--- src/rtl/seq_alu_pkg.sv ---
// seq_alu_pkg: shared types and constants for the sequential ALU.
//   op_t    : 3-bit operation encodings seen on the op input
//   state_t : controller states (IDLE, ITER, FIN)
//   OP_W    : width of the op field
package seq_alu_pkg;

  localparam int OP_W = 3;

  typedef enum logic [OP_W-1:0] {
    OP_ADD = 3'b000,
    OP_SUB = 3'b001,
    OP_MUL = 3'b010,
    OP_DIV = 3'b011,
    OP_AND = 3'b100,
    OP_OR  = 3'b101,
    OP_XOR = 3'b110,
    OP_NOP = 3'b111
  } op_t;

  typedef enum logic [1:0] {
    IDLE = 2'd0,
    ITER = 2'd1,
    FIN  = 2'd2
  } state_t;

endpackage

--- src/rtl/seq_alu_if.sv ---
// seq_alu_if: request/response bundle between the operand capture logic
// (master) and the sequential ALU (slave).
//   start, op, a, b          : request, driven by the master
//   busy, done               : handshake status, driven by the ALU
//   result, zero, carry, dz  : registered result and flags, driven by the ALU
interface seq_alu_if #(
  parameter int WIDTH = 4
);
  import seq_alu_pkg::*;

  logic               start;
  logic [OP_W-1:0]    op;
  logic [WIDTH-1:0]   a;
  logic [WIDTH-1:0]   b;
  logic               busy;
  logic               done;
  logic [2*WIDTH-1:0] result;
  logic               zero;
  logic               carry;
  logic               dz;

  modport master (
    output start, op, a, b,
    input  busy, done, result, zero, carry, dz
  );

  modport slave (
    input  start, op, a, b,
    output busy, done, result, zero, carry, dz
  );

endinterface

--- src/rtl/alu_muldiv_iter.sv ---
// alu_muldiv_iter: shared iterative datapath for shift-add multiply and
// restoring divide. A single (WIDTH+2)-bit adder serves both modes.
//   clk, rst_n : clock, asynchronous active-low reset
//   load       : capture operands and clear the accumulator
//   step       : perform one iteration
//   mode       : 0 = multiply, 1 = divide
//   opa, opb   : operands A and B (used on load)
//   acc_nxt    : accumulator value after the current step
//                (product high half / remainder)
//   quo_nxt    : quotient register value after the current step
//                (product low half / quotient)
module alu_muldiv_iter #(
  parameter int WIDTH = 4
) (
  input  logic             clk,
  input  logic             rst_n,
  input  logic             load,
  input  logic             step,
  input  logic             mode,
  input  logic [WIDTH-1:0] opa,
  input  logic [WIDTH-1:0] opb,
  output logic [WIDTH-1:0] acc_nxt,
  output logic [WIDTH-1:0] quo_nxt
);

  logic [WIDTH-1:0] acc_q, acc_d;
  logic [WIDTH-1:0] quo_q, quo_d;
  // Multiplicand in MUL mode, divisor in DIV mode.
  logic [WIDTH-1:0] m_q, m_d;

  logic [WIDTH:0]   add_a;
  logic [WIDTH:0]   add_b;
  logic [WIDTH+1:0] add_cin;
  logic [WIDTH+1:0] add_sum;
  logic             div_ge;

  // DIV computes {acc, quo msb} - m as add_a + ~m + 1; bit WIDTH+1 of the
  // sum is then the "no borrow" flag, i.e. partial remainder >= divisor.
  always_comb begin
    if (mode) begin
      add_a   = {acc_q, quo_q[WIDTH-1]};
      add_b   = ~{1'b0, m_q};
      add_cin = (WIDTH+2)'(1);
    end else begin
      add_a   = {1'b0, acc_q};
      add_b   = quo_q[0] ? {1'b0, m_q} : '0;
      add_cin = '0;
    end
    add_sum = {1'b0, add_a} + {1'b0, add_b} + add_cin;
  end

  assign div_ge = add_sum[WIDTH+1];

  always_comb begin
    if (mode) begin
      acc_nxt = div_ge ? add_sum[WIDTH-1:0] : add_a[WIDTH-1:0];
      quo_nxt = {quo_q[WIDTH-2:0], div_ge};
    end else begin
      // {carry, acc, quo} shifts right by one each step.
      acc_nxt = add_sum[WIDTH:1];
      quo_nxt = {add_sum[0], quo_q[WIDTH-1:1]};
    end
  end

  always_comb begin
    acc_d = acc_q;
    quo_d = quo_q;
    m_d   = m_q;
    if (load) begin
      acc_d = '0;
      quo_d = mode ? opa : opb;
      m_d   = mode ? opb : opa;
    end else if (step) begin
      acc_d = acc_nxt;
      quo_d = quo_nxt;
    end
  end

  always_ff @(posedge clk or negedge rst_n) begin
    if (!rst_n) begin
      acc_q <= '0;
      quo_q <= '0;
      m_q   <= '0;
    end else begin
      acc_q <= acc_d;
      quo_q <= quo_d;
      m_q   <= m_d;
    end
  end

endmodule

--- src/rtl/seq_alu_core.sv ---
// seq_alu_core: multi-cycle ALU with start/busy/done handshake.
//   ADD/SUB/AND/OR/XOR/NOP and DIV-by-zero finish one cycle after accept;
//   MUL (shift-add) and DIV (restoring) take WIDTH+1 cycles.
//   clk, rst_n : clock, asynchronous active-low reset
//   bus        : seq_alu_if slave (start/op/a/b in; busy/done/result/flags out)
// Build option: SEQ_ALU_SAT_EN makes ADD/SUB saturate (carry stays raw).
//
// state | meaning
// IDLE  | waiting for start; result/flags hold
// ITER  | one MUL/DIV iteration per cycle, counter 0..WIDTH-1
// FIN   | done pulse, result/flags valid; returns to IDLE
module seq_alu_core
  import seq_alu_pkg::*;
#(
  parameter int WIDTH = 4
) (
  input logic      clk,
  input logic      rst_n,
  seq_alu_if.slave bus
);

  localparam int CNT_W = $clog2(WIDTH + 1);
  localparam logic [CNT_W-1:0] CNT_LAST = CNT_W'(WIDTH - 1);

  state_t             state_q, state_d;
  logic [CNT_W-1:0]   cnt_q, cnt_d;
  logic               busy_q, busy_d;
  logic               done_q, done_d;
  logic [2*WIDTH-1:0] result_q, result_d;
  logic               zero_q, zero_d;
  logic               carry_q, carry_d;
  logic               dz_q, dz_d;
  logic               is_div_q, is_div_d;

  op_t                op_in;
  logic               start_iter;
  logic [WIDTH:0]     add_sum;
  logic [WIDTH:0]     sub_diff;
  logic [2*WIDTH-1:0] sc_result;
  logic               sc_carry;
  logic               sc_dz;

  logic               dp_load;
  logic               dp_step;
  logic               dp_mode;
  logic [WIDTH-1:0]   acc_nxt;
  logic [WIDTH-1:0]   quo_nxt;

  assign op_in      = op_t'(bus.op);
  assign start_iter = (op_in == OP_MUL) || ((op_in == OP_DIV) && (bus.b != '0));
  assign add_sum    = {1'b0, bus.a} + {1'b0, bus.b};
  // Bit WIDTH of the difference is the borrow (a < b).
  assign sub_diff   = {1'b0, bus.a} - {1'b0, bus.b};

  // Single-cycle results, including the DIV-by-zero short cut.
  always_comb begin
    sc_result = '0;
    sc_carry  = 1'b0;
    sc_dz     = 1'b0;
    unique case (op_in)
      OP_ADD: begin
        sc_carry = add_sum[WIDTH];
`ifdef SEQ_ALU_SAT_EN
        sc_result = add_sum[WIDTH] ? {{WIDTH{1'b0}}, {WIDTH{1'b1}}}
                                   : {{(WIDTH-1){1'b0}}, add_sum};
`else
        sc_result = {{(WIDTH-1){1'b0}}, add_sum};
`endif
      end
      OP_SUB: begin
        sc_carry = sub_diff[WIDTH];
`ifdef SEQ_ALU_SAT_EN
        sc_result = sub_diff[WIDTH] ? '0 : {{WIDTH{1'b0}}, sub_diff[WIDTH-1:0]};
`else
        sc_result = {{WIDTH{1'b0}}, sub_diff[WIDTH-1:0]};
`endif
      end
      OP_DIV: begin
        sc_result = {bus.a, {WIDTH{1'b1}}};
        sc_dz     = 1'b1;
      end
      OP_AND:  sc_result = {{WIDTH{1'b0}}, bus.a & bus.b};
      OP_OR:   sc_result = {{WIDTH{1'b0}}, bus.a | bus.b};
      OP_XOR:  sc_result = {{WIDTH{1'b0}}, bus.a ^ bus.b};
      default: sc_result = '0;
    endcase
  end

  always_comb begin
    state_d  = state_q;
    cnt_d    = cnt_q;
    busy_d   = busy_q;
    done_d   = 1'b0;
    result_d = result_q;
    zero_d   = zero_q;
    carry_d  = carry_q;
    dz_d     = dz_q;
    is_div_d = is_div_q;
    dp_load  = 1'b0;
    dp_step  = 1'b0;
    dp_mode  = is_div_q;
    unique case (state_q)
      IDLE: begin
        if (bus.start) begin
          busy_d = 1'b1;
          if (start_iter) begin
            state_d  = ITER;
            cnt_d    = '0;
            is_div_d = (op_in == OP_DIV);
            dp_mode  = (op_in == OP_DIV);
            dp_load  = 1'b1;
          end else begin
            state_d  = FIN;
            done_d   = 1'b1;
            result_d = sc_result;
            zero_d   = (sc_result == '0);
            carry_d  = sc_carry;
            dz_d     = sc_dz;
          end
        end
      end
      ITER: begin
        dp_step = 1'b1;
        if (cnt_q == CNT_LAST) begin
          // Capture the last step's value directly so done lines up
          // with the FIN cycle.
          state_d  = FIN;
          done_d   = 1'b1;
          result_d = {acc_nxt, quo_nxt};
          zero_d   = ({acc_nxt, quo_nxt} == '0);
          carry_d  = 1'b0;
          dz_d     = 1'b0;
        end else begin
          cnt_d = cnt_q + CNT_W'(1);
        end
      end
      FIN: begin
        state_d = IDLE;
        busy_d  = 1'b0;
      end
      default: begin
        state_d = IDLE;
        busy_d  = 1'b0;
      end
    endcase
  end

  always_ff @(posedge clk or negedge rst_n) begin
    if (!rst_n) begin
      state_q  <= IDLE;
      cnt_q    <= '0;
      busy_q   <= 1'b0;
      done_q   <= 1'b0;
      result_q <= '0;
      zero_q   <= 1'b0;
      carry_q  <= 1'b0;
      dz_q     <= 1'b0;
      is_div_q <= 1'b0;
    end else begin
      state_q  <= state_d;
      cnt_q    <= cnt_d;
      busy_q   <= busy_d;
      done_q   <= done_d;
      result_q <= result_d;
      zero_q   <= zero_d;
      carry_q  <= carry_d;
      dz_q     <= dz_d;
      is_div_q <= is_div_d;
    end
  end

  alu_muldiv_iter #(
    .WIDTH (WIDTH)
  ) u_muldiv (
    .clk     (clk),
    .rst_n   (rst_n),
    .load    (dp_load),
    .step    (dp_step),
    .mode    (dp_mode),
    .opa     (bus.a),
    .opb     (bus.b),
    .acc_nxt (acc_nxt),
    .quo_nxt (quo_nxt)
  );

  assign bus.busy   = busy_q;
  assign bus.done   = done_q;
  assign bus.result = result_q;
  assign bus.zero   = zero_q;
  assign bus.carry  = carry_q;
  assign bus.dz     = dz_q;

endmodule

--- src/flat_wrapper.sv ---
// flat-port wrapper written by rule: the top's interface ports become plain ports
module seq_alu_core_flat import seq_alu_pkg::*;
#(
  parameter int WIDTH = 4
)
  (clk, rst_n, bus_start, bus_op, bus_a, bus_b, bus_busy, bus_done, bus_result, bus_zero, bus_carry, bus_dz);
  seq_alu_if #(.WIDTH(WIDTH)) bus_i ();
  input logic clk;
  input logic rst_n;
  input wire logic [$bits(bus_i.start)-1:0] bus_start;
  input wire logic [$bits(bus_i.op)-1:0] bus_op;
  input wire logic [$bits(bus_i.a)-1:0] bus_a;
  input wire logic [$bits(bus_i.b)-1:0] bus_b;
  output wire logic [$bits(bus_i.busy)-1:0] bus_busy;
  output wire logic [$bits(bus_i.done)-1:0] bus_done;
  output wire logic [$bits(bus_i.result)-1:0] bus_result;
  output wire logic [$bits(bus_i.zero)-1:0] bus_zero;
  output wire logic [$bits(bus_i.carry)-1:0] bus_carry;
  output wire logic [$bits(bus_i.dz)-1:0] bus_dz;
  assign bus_i.start = bus_start;
  assign bus_i.op = bus_op;
  assign bus_i.a = bus_a;
  assign bus_i.b = bus_b;
  assign bus_busy = bus_i.busy;
  assign bus_done = bus_i.done;
  assign bus_result = bus_i.result;
  assign bus_zero = bus_i.zero;
  assign bus_carry = bus_i.carry;
  assign bus_dz = bus_i.dz;
  seq_alu_core #(.WIDTH(WIDTH)) u_core (.clk(clk), .rst_n(rst_n), .bus(bus_i));
endmodule
--- config.mk ---
export PLATFORM = sky130hd
export DESIGN_NAME = seq_alu_core_flat
export DESIGN_NICKNAME = d
export VERILOG_FILES = /design/src/rtl/seq_alu_pkg.sv /design/src/rtl/seq_alu_if.sv /design/src/rtl/alu_muldiv_iter.sv /design/src/rtl/seq_alu_core.sv /design/src/flat_wrapper.sv
export SDC_FILE = /design/constraint.sdc
export NUM_CORES = 1
export LEC_CHECK = 0
export CORE_UTILIZATION = 47
export DETAILED_ROUTE_END_ITERATION = 10
export PLACE_DENSITY_LB_ADDON = 0.08
export SETUP_SLACK_MARGIN = 0.05
export SYNTH_ARGS = -nofsm -noshare
export SYNTH_HDL_FRONTEND = slang
export SYNTH_HIERARCHICAL = 1
export SYNTH_SLANG_ARGS = --single-unit
--- constraint.sdc ---
create_clock -name clk -period 12.42 [get_ports clk]
set_input_delay 2.484 -clock clk [delete_from_list [all_inputs] [get_ports clk]]
set_output_delay 2.484 -clock clk [all_outputs]
set_load 0.005 [all_outputs]
; Yosys cells after proc, flatten, opt, wreduce, memory -nomap -nowiden
; Cells that the tools add are included.
[op_classes]
addsub = 5
n_eq_ne = 13
muxes = 52
n_bitwise = 5
n_reduce_logical = 13
[op_table]
columns = cell, count
row1 = one-hot mux 8 bit (6 select lines), 1
row2 = 2-to-1 mux 4 bit, 10
row3 = 2-to-1 mux 8 bit, 3
row4 = 2-to-1 mux 1 bit, 21
row5 = logical NOT 8 bit, 2
row6 = one-hot mux 8 bit (2 select lines), 1
row7 = one-hot mux 1 bit (2 select lines), 6
row8 = 2-to-1 mux 5 bit, 2
row9 = equality test 3 x 2 -> 1 bit (second input constant), 3
row10 = equality test 3 bit (second input constant), 3
row11 = 2-to-1 mux 3 bit, 3
row12 = AND reduction 4 bit, 2
row13 = adder 5 x 5 -> 6 bit, 1
row14 = adder 6 bit, 1
row15 = 2-to-1 mux 2 bit, 3
row16 = != test 2 bit (second input constant), 3
row17 = one-hot mux 3 bit (2 select lines), 1
row18 = adder 4 x 4 -> 5 bit, 1
row19 = NOT 4 -> 5 bit, 1
row20 = subtractor 4 x 4 -> 5 bit, 1
row21 = bitwise AND 4 bit, 1
row22 = != test 2 x 1 -> 1 bit (second input constant), 2
row23 = bitwise OR 4 bit, 1
row24 = one-hot mux 2 bit (2 select lines), 1
row25 = other kinds (12), 14
[totals]
ff_bits = 31
inputBits = 14
elab_cells = 100

; Logic depth before layout (Yosys ltp)
; Gate-level depths: netlist of the first run.
[depth]
ltp_word = 14
depth_mapped = 21
depth_no_buf = 19

; Hierarchy
; Netlist of the first run, hierarchy kept.
[modules_own_cells]
columns = module, instances, cells_each, area_per_inst_um2
row1 = seq_alu_core, 1, 162, 1492.7
row2 = alu_muldiv_iter, 1, 116, 1033.5

; Least setup slack after synthesis of the first run
; No wires, ideal clock.
[synth_timing]
path_type = in2reg
startpoint = input bus_op[0]
endpoint = register u_core.zero_q, in the netlist u_core/bus.zero
setup_ns = 0.066
arrival_time_ns = 6.394
required_ns = 12.354
setup_slack_ns = 5.961
stages = 21
path_buffers = 4
path_cell_list = buf_4 > nand2_1 > nor2_1 > nand3_1 > o21ai_0 > buf_6 > clkbuf_1 > buf_2 > nor2_1 > a21oi_1 > ha_1 > a21oi_1 > fa_1 > xnor2_1 > a21oi_1 > xnor2_1 > a21oi_1 > or4_1 > nor4_1 > mux2_4 > a31o_1
[synth_via]
elab_chain_len = 14
elab_cells_between_ends = 29
cone_classes = 2 x add/sub / 7 x eq/ne / 14 x mux / 6 x reduce/logical
[synth_lines]
columns = item, line
row1 = from (decl), flat_wrapper.sv:11  ; input wire logic [$bits(bus_i.op)-1:0] bus_op;
row2 = equality test 3 x 2 -> 1 bit, "seq_alu_core.sv:50, seq_alu_core.sv:110"
row3 = logical AND 1 bit, seq_alu_core.sv:50  ; assign start_iter = (op_in == OP_MUL) || ((op_in == OP_DIV) && (bus.b != '0));
row4 = logical OR 1 bit, seq_alu_core.sv:50
row5 = 2-to-1 mux 1 bit (*) (2 in series), n/a
row6 = 2-to-1 mux 1 bit (*), seq_alu_core.sv:102  ; unique case (state_q)
row7 = named net u_core.dp_mode, seq_alu_core.sv:45  ; logic dp_mode;
row8 = 2-to-1 mux 5 bit, alu_muldiv_iter.sv:40  ; if (mode) begin
row9 = adder 5 x 5 -> 6 bit, alu_muldiv_iter.sv:49  ; add_sum = {1'b0, add_a} + {1'b0, add_b} + add_cin;
row10 = adder 6 bit, alu_muldiv_iter.sv:49
row11 = 2-to-1 mux 4 bit, alu_muldiv_iter.sv:56  ; acc_nxt = div_ge ? add_sum[WIDTH-1:0] : add_a[WIDTH-1:0];
row12 = 2-to-1 mux 4 bit (*), alu_muldiv_iter.sv:55  ; if (mode) begin
row13 = named net u_core.acc_nxt[2], seq_alu_core.sv:46  ; logic [WIDTH-1:0] acc_nxt;
row14 = logical NOT 8 bit (*), seq_alu_core.sv:130  ; zero_d = ({acc_nxt, quo_nxt} == '0);
row15 = 2-to-1 mux 1 bit (*), seq_alu_core.sv:124  ; if (cnt_q == CNT_LAST) begin
row16 = one-hot mux 1 bit (2 select lines) (*), seq_alu_core.sv:102
row17 = to (signal assigned), seq_alu_core.sv:165  ; zero_q <= zero_d;
row18 = to (decl), seq_alu_core.sv:30  ; logic zero_q, zero_d;
; Mark *: on every way through the listed nets, which the timed path passes. The rest lies on a longest branch. The select of a mux whose other input is x is not followed.
; A chain may end at the register's enable or synchronous reset.

; Worst setup path after layout of the first run
; Ends and elaborated chain as after synthesis.

==> results list, run 1 <==
- Number of diodes added for antenna fixing: 0
- The floorplan has 26 rows.
- The worst setup path is captured at a register.
* Global-route congestion overflow total: 0
- First-pass iteration count of the detailed router: 4
- Area growth syn-to-layout: 16.5%
- For this configuration, the core starts out at a cell density of 0.491.
- Via count of the first global-routing pass: between 1.5k and 2k
* Start-to-end type of the worst setup path: in -> reg
- Across the VDD grid, the largest voltage drop is approximately 0.11 mV.
* Via count normalized by instance count: approximately 5.6
- Number of hold buffers added after cts: 0
* Leakage: 0.00127 uW
- Async SR Flop Fraction: 1.00
- Measured against its own limit, the worst slew margin works out to 0.530.
- Y dimension of the die: ~75 microns
- Clock skew on the completed layout was measured at 0.00481 ns.
* Uppermost routed layer: met4
- Mapped Nets: around 310
- The detailed router put a total of ~2.9 mm of wire on met1.
- Detailed placement finished with a half-perimeter wire length of roughly 4.2 mm.
* Setup WS post-layout: 4.94 ns
- IO buf count: 26
* Worst EP arrival: 7.69 ns
* Area of the die: roughly 5700 sq um
- Number of antenna violations at the first check in global routing: 0
- Iteration-0 DRC Markers: 150
- For this block, the via count after detailed routing is between 2k and 2.5k.
- The tool flagged a number of max-cap violations equal to 0.
* Detailed-routed wire length on met3: 257 microns
* Kind of cell with the highest combined delay on the critical path: buffers and inverters
- Count of unique library cells instantiated by Yosys: 64
- At the end of the flow, the number of nets in the layout was 336.
* Clock insertion delay at the later pin of the skew report: between 0.2 and 0.3 ns
- In this run the worst hold path is classified as reg -> reg.
- The flow ran to the end, and the final reports show no timing, DRC or antenna violations.
- In the synthesized netlist, the number of instances is approximately 280.
- Post-layout minimum cycle time: between 7 and 8 ns
- Gates resized during post-CTS repair numbered 0.
- The number of buffers and inverters on the critical path is 4.
* Global-route wire length before repair: 9.23 mm
- The clock drives 31 sinks.
- Of all cell types, the one taking the most synthesized area is sky130_fd_sc_hd__dfrtp_1.
- Layout Cells excl Fill: 373
* Global placement routability congestion: between 0.8 and 0.9
* Cell-by-cell trace of the critical path: clkdlybuf4s50_1, nand2_1, nor2_1, nand3_1, o21ai_2, buf_4, clkinv_1, a21boi_0, inv_1, ha_1, nor2b_1, o311ai_2, a21oi_1, xnor2_1, a21oi_1, or4_1, nor4_1, mux2_4, a31o_1
- After synthesis, the cell types taking the most area are sky130_fd_sc_hd__dfrtp_1 31%, sky130_fd_sc_hd__ha_1 8.4%, sky130_fd_sc_hd__mux2_2 5.3%, sky130_fd_sc_hd__mux2i_1 4.4%, sky130_fd_sc_hd__inv_1 3.7%.
* Share of cells above drive strength 1: 0.132
- The region available for standard cell placement spans roughly 5100 sq um.
* H-tree Lvls: 2
- The most numerous cell type found on the critical path is sky130_fd_sc_hd__a21oi_1.
- Setup total negative slack on the finished layout was measured at 0 ns.
- Ranked by instance count, the synthesized netlist is headed by 31 x sky130_fd_sc_hd__dfrtp_1, 25 x sky130_fd_sc_hd__inv_1, 25 x sky130_fd_sc_hd__nor2_1, 18 x sky130_fd_sc_hd__o21ai_0, 17 x sky130_fd_sc_hd__ha_1.
- For this run, design rule violations remaining after detail routing come to 0.
- In this run, synthesis inferred 0 flip-flops with an integrated enable.
- Most repeated cell in the gate-level netlist after synthesis: sky130_fd_sc_hd__dfrtp_1
- The die is around 75 microns wide.
- PD cells: roughly 230 nW/um^2
- Clock buffers created by TritonCTS: 5
- Number of placed I/O pins: 27
- The worst setup path is launched from an input port.
- After clock tree synthesis, the setup repair step added 0 buffers.
* Clock tree from TritonCTS: built
* Achievable frequency: roughly 130 MHz
- At the pin with the least slew margin, the transition time is between 0.7 and 0.8 ns.
- A synthesized cell averages slightly above 9 sq um.
- Highest cell delay on the worst timing path: approximately 0.9 ns
- Root cell of the clock tree: sky130_fd_sc_hd__clkbuf_8
- During synthesis, Yosys emitted a total of 6 warnings.
- In the detailed route, the total length drawn on met2 is approximately 2.4 mm.
- Of the post-synthesis cell area, the dominant cell type holds 0.307.
* Number of nets with antenna violations after detailed routing: 0
- Share of the clock period used by the worst path: 0.602
* Filler cell count in the final layout: between 400 and 500
* Primary FF master, synth: sky130_fd_sc_hd__dfrtp_1
* Setup violation total in the final timing report: 0
* Per-cell routed wire length: 15.0 microns
- Along the worst path, the maximum fanout reaches 30.
* DP Cell Count: between 300 and 400
* Highest-delay cell along the critical path: sky130_fd_sc_hd__clkdlybuf4s50_1
- The hold violation total from the final report came to 0.
* Synth Register Bits: 31
- The count of final max-slew check failures is 0.
- Timing analysis after detailed placement gives a worst setup slack of between 4 and 5 ns.
* Post-CTS clock slew at the launch and capture registers of the worst setup and hold paths: 0.07 ns
- Post-synthesis sequential area ratio: 0.307
- Buffers from clock root to sink, at most: 2
- Overall Global Routing Usage: 0.218
* RSZ-0062 raised after global routing: no
* Cell Area, Synth: 2530 sq um
- STA puts the critical path data required time at 12.63 ns.
- Wires add up to 5.59 mm.
* Largest net degree at the start of global routing: 32
-- cell usage in the layout (no fill, tap or decap), types with 2 or more instances in the layout --
master,Yosys,layout
sky130_fd_sc_hd__dfrtp_1,31,31
sky130_fd_sc_hd__clkdlybuf4s50_1,0,26
sky130_fd_sc_hd__nor2_1,25,25
sky130_fd_sc_hd__inv_1,25,25
sky130_fd_sc_hd__o21ai_0,18,17
sky130_fd_sc_hd__ha_1,17,17
sky130_fd_sc_hd__a21oi_1,16,16
sky130_fd_sc_hd__nand2_1,15,15
sky130_fd_sc_hd__mux2_2,12,12
sky130_fd_sc_hd__mux2i_1,11,11
sky130_fd_sc_hd__nand2b_1,10,10
sky130_fd_sc_hd__nand3_1,8,8
sky130_fd_sc_hd__clkbuf_8,0,6
sky130_fd_sc_hd__nor2b_1,6,6
sky130_fd_sc_hd__xnor2_1,5,5
sky130_fd_sc_hd__o32ai_1,4,4
sky130_fd_sc_hd__a31oi_1,4,4
sky130_fd_sc_hd__o22ai_1,4,4
sky130_fd_sc_hd__or3_1,3,3
sky130_fd_sc_hd__fa_1,3,3
sky130_fd_sc_hd__buf_4,1,3
sky130_fd_sc_hd__a21o_1,2,2
sky130_fd_sc_hd__o21bai_1,2,2
sky130_fd_sc_hd__o31ai_1,2,2
sky130_fd_sc_hd__nor3_1,2,2
sky130_fd_sc_hd__nor4_1,2,2
sky130_fd_sc_hd__a221oi_1,2,2
sky130_fd_sc_hd__nor3b_1,2,2
-- cell families (layout without fill, tap and decap cells) --
family	Yosys count	in the layout	synth area share
and+or+nand+nor	84	84	0.177
AOI/OAI and AO/OA	75	75	0.218
buffers and inverters	39	64	0.0698
DFF	31	31	0.307
muxes	24	24	0.103
adders and majority gates	20	20	0.108
xor gates and xnor gates	5	5	0.0173
-- layout make-up --
cell class / instances / area [sq um] / share of cell area
Clock buffer: 6 / 82.6 / 0.0281
Clock inverter: 2 / 35.0 / 0.0119
Inverter: 27 / 101 / 0.0344
Multi-Input combinational cell: 208 / 1580 / 0.536
Sequential cell: 31 / 776 / 0.264
Tap cell: 70 / 87.6 / 0.0298
Timing Repair Buffer: 29 / 283 / 0.0961
-- metal layers --
| layer | vias up | track usage |
|---|---|---|
| met4 | 0 | 0.0494 |
| met3 | 2 | 0.0397 |
| li1 | 1038 | - |
| met5 | - | 0 |
| met1 | 993 | 0.335 |
| met2 | 50 | 0.318 |
-- where the power goes --
group / internal [uW] / total [uW] / switching (uW) / leakage, uW
logic: 178 / 383 / 205 / 0.000820
registers: 147 / 183 / 36.8 / 0.000384
clock network: 64.9 / 102 / 37.3 / 0.0000612
-- path summary, 6_finish.rpt --
path	startpoint	endpoint	slack, ns	cells after the start
hold / removal	u_core/state_q[1]$_DFFE_PN0P_	u_core/bus.busy$_DFFE_PN0P_	0.50	1
setup reg to reg	u_core/state_q[0]$_DFFE_PN0P_	u_core/bus.zero$_DFFE_PN0P_	7.93	18
max in group asynchronous	rst_n	u_core/u_muldiv/quo_q[0]$_DFFE_PN0P_	9.52	2
hold reg to reg	u_core/state_q[1]$_DFFE_PN0P_	u_core/bus.busy$_DFFE_PN0P_	0.50	1
min in group asynchronous	rst_n	u_core/u_muldiv/acc_q[3]$_DFFE_PN0P_	2.61	2
setup / recovery	bus_op[0]	u_core/bus.zero$_DFFE_PN0P_	4.94	19
-- stage by stage --
stage	instance area [sq um]	hold WS (ns)	utilization	total power [uW]
after floorplan	2530	0.465	-	455
after global placement	2830	0.488	0.550	562
after detailed placement	2830	0.493	0.550	564
after CTS	2940	0.498	0.573	669
after global routing	2940	0.526	0.573	723
final	2940	0.499	0.573	668
-- registers in the layout, summed over array words and instances, names as in the netlist --
register / cells
u_core/bus.busy: 1
u_core/bus.carry: 1
u_core/bus.done: 1
u_core/bus.dz: 1
u_core/bus.result: 8
u_core/bus.zero: 1
u_core/cnt_q: 3
u_core/is_div_q: 1
u_core/state_q: 2
u_core/u_muldiv/acc_q: 4
u_core/u_muldiv/m_q: 4
u_core/u_muldiv/quo_q: 4
Note: power is estimated with default switching activity, not from simulation.
==> inputs of run 2 (changes only) <==
==> constraint.sdc (replaced) <==
create_clock -name clk -period 7.49 [get_ports clk]
set_input_delay 1.498 -clock clk [delete_from_list [all_inputs] [get_ports clk]]
set_output_delay 1.498 -clock clk [all_outputs]
set_load 0.005 [all_outputs]
==> run 2 against run 1 <==
  * Critical path depth unchanged
  * First-iteration DRC count increased by 17%
  * Total power increased by 65%
  * Hold slack improved by 0.0058 ns
  * Global-route usage decreased by 0.26 points
  * Sequential power increased by 66%
==> results list, run 2 (synthesis gave the netlist of run 1 again) <==
* Iteration-0 DRC Markers: between 150 and 200
* Sum of routed wire length over all layers: 5.45 mm
- Setup repair after global routing left no endpoint under its margin.
- Dividing total power by cell area gives a power density of 375 nW/um^2.
* CP max FO: 30
- Global-route congestion overflow total: 0
- Busiest grt layer: met1
* Estimated wirelength of the detail-placed design: 4.25 mm
* Via count of the first global-routing pass: ~1.9k
* Core region area: between 5000 and 6000 sq um
- Area of all sequential standard cells: a little under 800 sq um
- Pre-CTS setup slack: between 0.9 and 1 ns
* Routing usage on met3: 0.0450
- After detailed routing, the number of remaining DRC violations is 0.
- TritonCTS built the clock tree.
- Share of the clock period used by the worst path: 0.850
* Required time of the critical path: between 7 and 8 ns
* Placement row count: 26
- The worst pin sits at a relative slew slack of 0.639.
- Once the clock tree was built, the setup fixing pass inserted 0 buffers.
* Min-Delay Path Class: reg -> reg
* Most frequent standard cell in the layout excluding fill and tap cells: sky130_fd_sc_hd__dfrtp_1
- DIE WIDTH: 75.3 microns
* Worst Max-Slew Pin Slew: 0.528 ns
- The layout has about 500 filler cells.
- Share of cells above drive strength 1: 0.135
- For this run, the post-layout net count is 337.
- Per-cell routed wire length: roughly 15 microns
* Root cell of the clock tree: sky130_fd_sc_hd__clkbuf_8
- Adding up every negative setup slack in the final design gives 0 ns.
- Entering global routing, the biggest net connects 32 pins.
- The register with the most flip-flops in the layout has 8 of them.
- Setup slack closes at 1.13 ns.
- Worst EP arrival: 6.58 ns
* Setup violation total in the final timing report: 0
* Number of hold buffers added after cts: 0
- Across the VDD grid, the largest voltage drop is ~0.19 mV.
- Number of nets with antenna violations after detailed routing: 0
* Start-to-end type of the worst setup path: in -> reg
- Clock tree synthesis inserted a total of 5 buffers.
- In this run the number of H-tree levels came out at 2.
- Max-cap violations in this run came to 0.
* Area of the die: 5670 sq um
- Layout Skew: around 0.0047 ns
* Commonest non-fill, non-tap cells in the layout: 31 x sky130_fd_sc_hd__dfrtp_1, 26 x sky130_fd_sc_hd__clkdlybuf4s50_1, 25 x sky130_fd_sc_hd__nor2_1, 25 x sky130_fd_sc_hd__inv_1
* IO buf count: 26
- The flow ran to the end, and the final reports show no timing, DRC or antenna violations.
* Buffers from clock root to sink, at most: 2
- The first global-routing pass estimated 9.14 mm of wire.
- In this run, post-CTS repair resized a total of 0 instances.
- Starting utilization of the core area: 0.491
* Number of diodes added for antenna fixing: 0
- During I/O placement, the number of pins put on the boundary was 27.
- Number of slew-limit violations in the final report: 0
* TritonCTS Sinks: 31
- Number of antenna violations at the first check in global routing: 0
* Clock insertion delay at the later pin of the skew report: around 0.28 ns
* Achievable frequency: approximately 160 MHz
- Area growth syn-to-layout: 16.8%
- Critical Path Source Type: input port
- Met2 track utilization from global routing: 0.319
- Y dimension of the die: 75.3 microns
* Via count normalized by instance count: around 5.4
* Met1 track utilization from global routing: 0.325
* Post-CTS clock slew at the launch and capture registers of the worst setup and hold paths: 0.06 ns
- Across all layers, the routed design uses slightly above 2k vias.
* Post-layout minimum cycle time: approximately 6.4 ns
* Global placement routability congestion: roughly 0.89
- Leakage: about 0.0013 uW
- The hold violation total from the final report was 0.
- Across every metal layer, demand over resource in global routing totals 0.216.
* First-pass iteration count of the detailed router: 4
* Area taken by multi-input logic gates: approximately 1600 sq um
* Kind of capture point of the worst setup path: register
==> run 2: changes by cell type in the layout (fill, tap and decap cells not counted), sizes merged <==
cell  before  now
buf        3    4
==> run 2: power breakdown <==
| group | internal [uW] | switching, uW | total (uW) |
|---|---|---|---|
| registers | 243 | 61.3 | 304 |
| logic | 295 | 338 | 632 |
| clock network | 108 | 61.3 | 169 |
==> run 2: final timing paths <==
kind                       slack [ns]  cells past startpoint                                    to                     startpoint
hold / removal                   0.50                      1           u_core/bus.busy$_DFFE_PN0P_  u_core/state_q[1]$_DFFE_PN0P_
setup reg to reg                 3.05                     18           u_core/bus.zero$_DFFE_PN0P_  u_core/state_q[0]$_DFFE_PN0P_
max in group asynchronous        5.59                      2  u_core/u_muldiv/quo_q[2]$_DFFE_PN0P_                          rst_n
setup / recovery                 1.13                     19           u_core/bus.zero$_DFFE_PN0P_                      bus_op[1]
min in group asynchronous        1.61                      2  u_core/u_muldiv/acc_q[3]$_DFFE_PN0P_                          rst_n
hold reg to reg                  0.50                      1           u_core/bus.busy$_DFFE_PN0P_  u_core/state_q[1]$_DFFE_PN0P_
==> run 2: per-layer routing <==
metal  vias up  wire [microns]
met3         2             272
li1       1045               -
met5         -               0
met2        50            2320
met1       937            2830
met4         0              27
==> run 2: layout make-up <==
cell class	instances	area share
Clock buffer	6	0.0280
Multi-Input combinational cell	208	0.535
Sequential cell	31	0.263
Timing Repair Buffer	30	0.0984
Clock inverter	2	0.0119
Inverter	27	0.0344
Tap cell	70	0.0297
==> run 2: worst max-delay path, stage by stage <==
cell                              delay [ns]
sky130_fd_sc_hd__clkdlybuf4s50_1        0.79
sky130_fd_sc_hd__nand2_1                0.13
sky130_fd_sc_hd__nor2_1                 0.32
sky130_fd_sc_hd__nand3_1                0.18
sky130_fd_sc_hd__o21ai_2                0.14
sky130_fd_sc_hd__buf_4                  0.33
sky130_fd_sc_hd__clkinv_1               0.34
sky130_fd_sc_hd__a21boi_0               0.40
sky130_fd_sc_hd__inv_1                  0.09
sky130_fd_sc_hd__ha_1                   0.29
sky130_fd_sc_hd__nor2b_1                0.15
sky130_fd_sc_hd__o311ai_2               0.28
sky130_fd_sc_hd__a21oi_1                0.14
sky130_fd_sc_hd__xnor2_1                0.24
sky130_fd_sc_hd__a21oi_1                0.14
sky130_fd_sc_hd__or4_1                  0.54
sky130_fd_sc_hd__nor4_1                 0.28
sky130_fd_sc_hd__mux2_4                 0.20
sky130_fd_sc_hd__a31o_1                 0.08
==> run 2: per-stage QoR <==
| stage | utilization | hold WS (ns) | power, uW | instances | area (sq um) |
|---|---|---|---|---|---|
| after floorplan | - | 0.465 | 755 | 278 | 2530 |
| after global placement | 0.551 | 0.491 | 935 | 366 | 2830 |
| after detailed placement | 0.551 | 0.496 | 936 | 366 | 2830 |
| after CTS | 0.574 | 0.509 | 1110 | 374 | 2950 |
| after global routing | 0.574 | 0.528 | 1200 | 374 | 2950 |
| final | 0.574 | 0.504 | 1110 | 374 | 2950 |
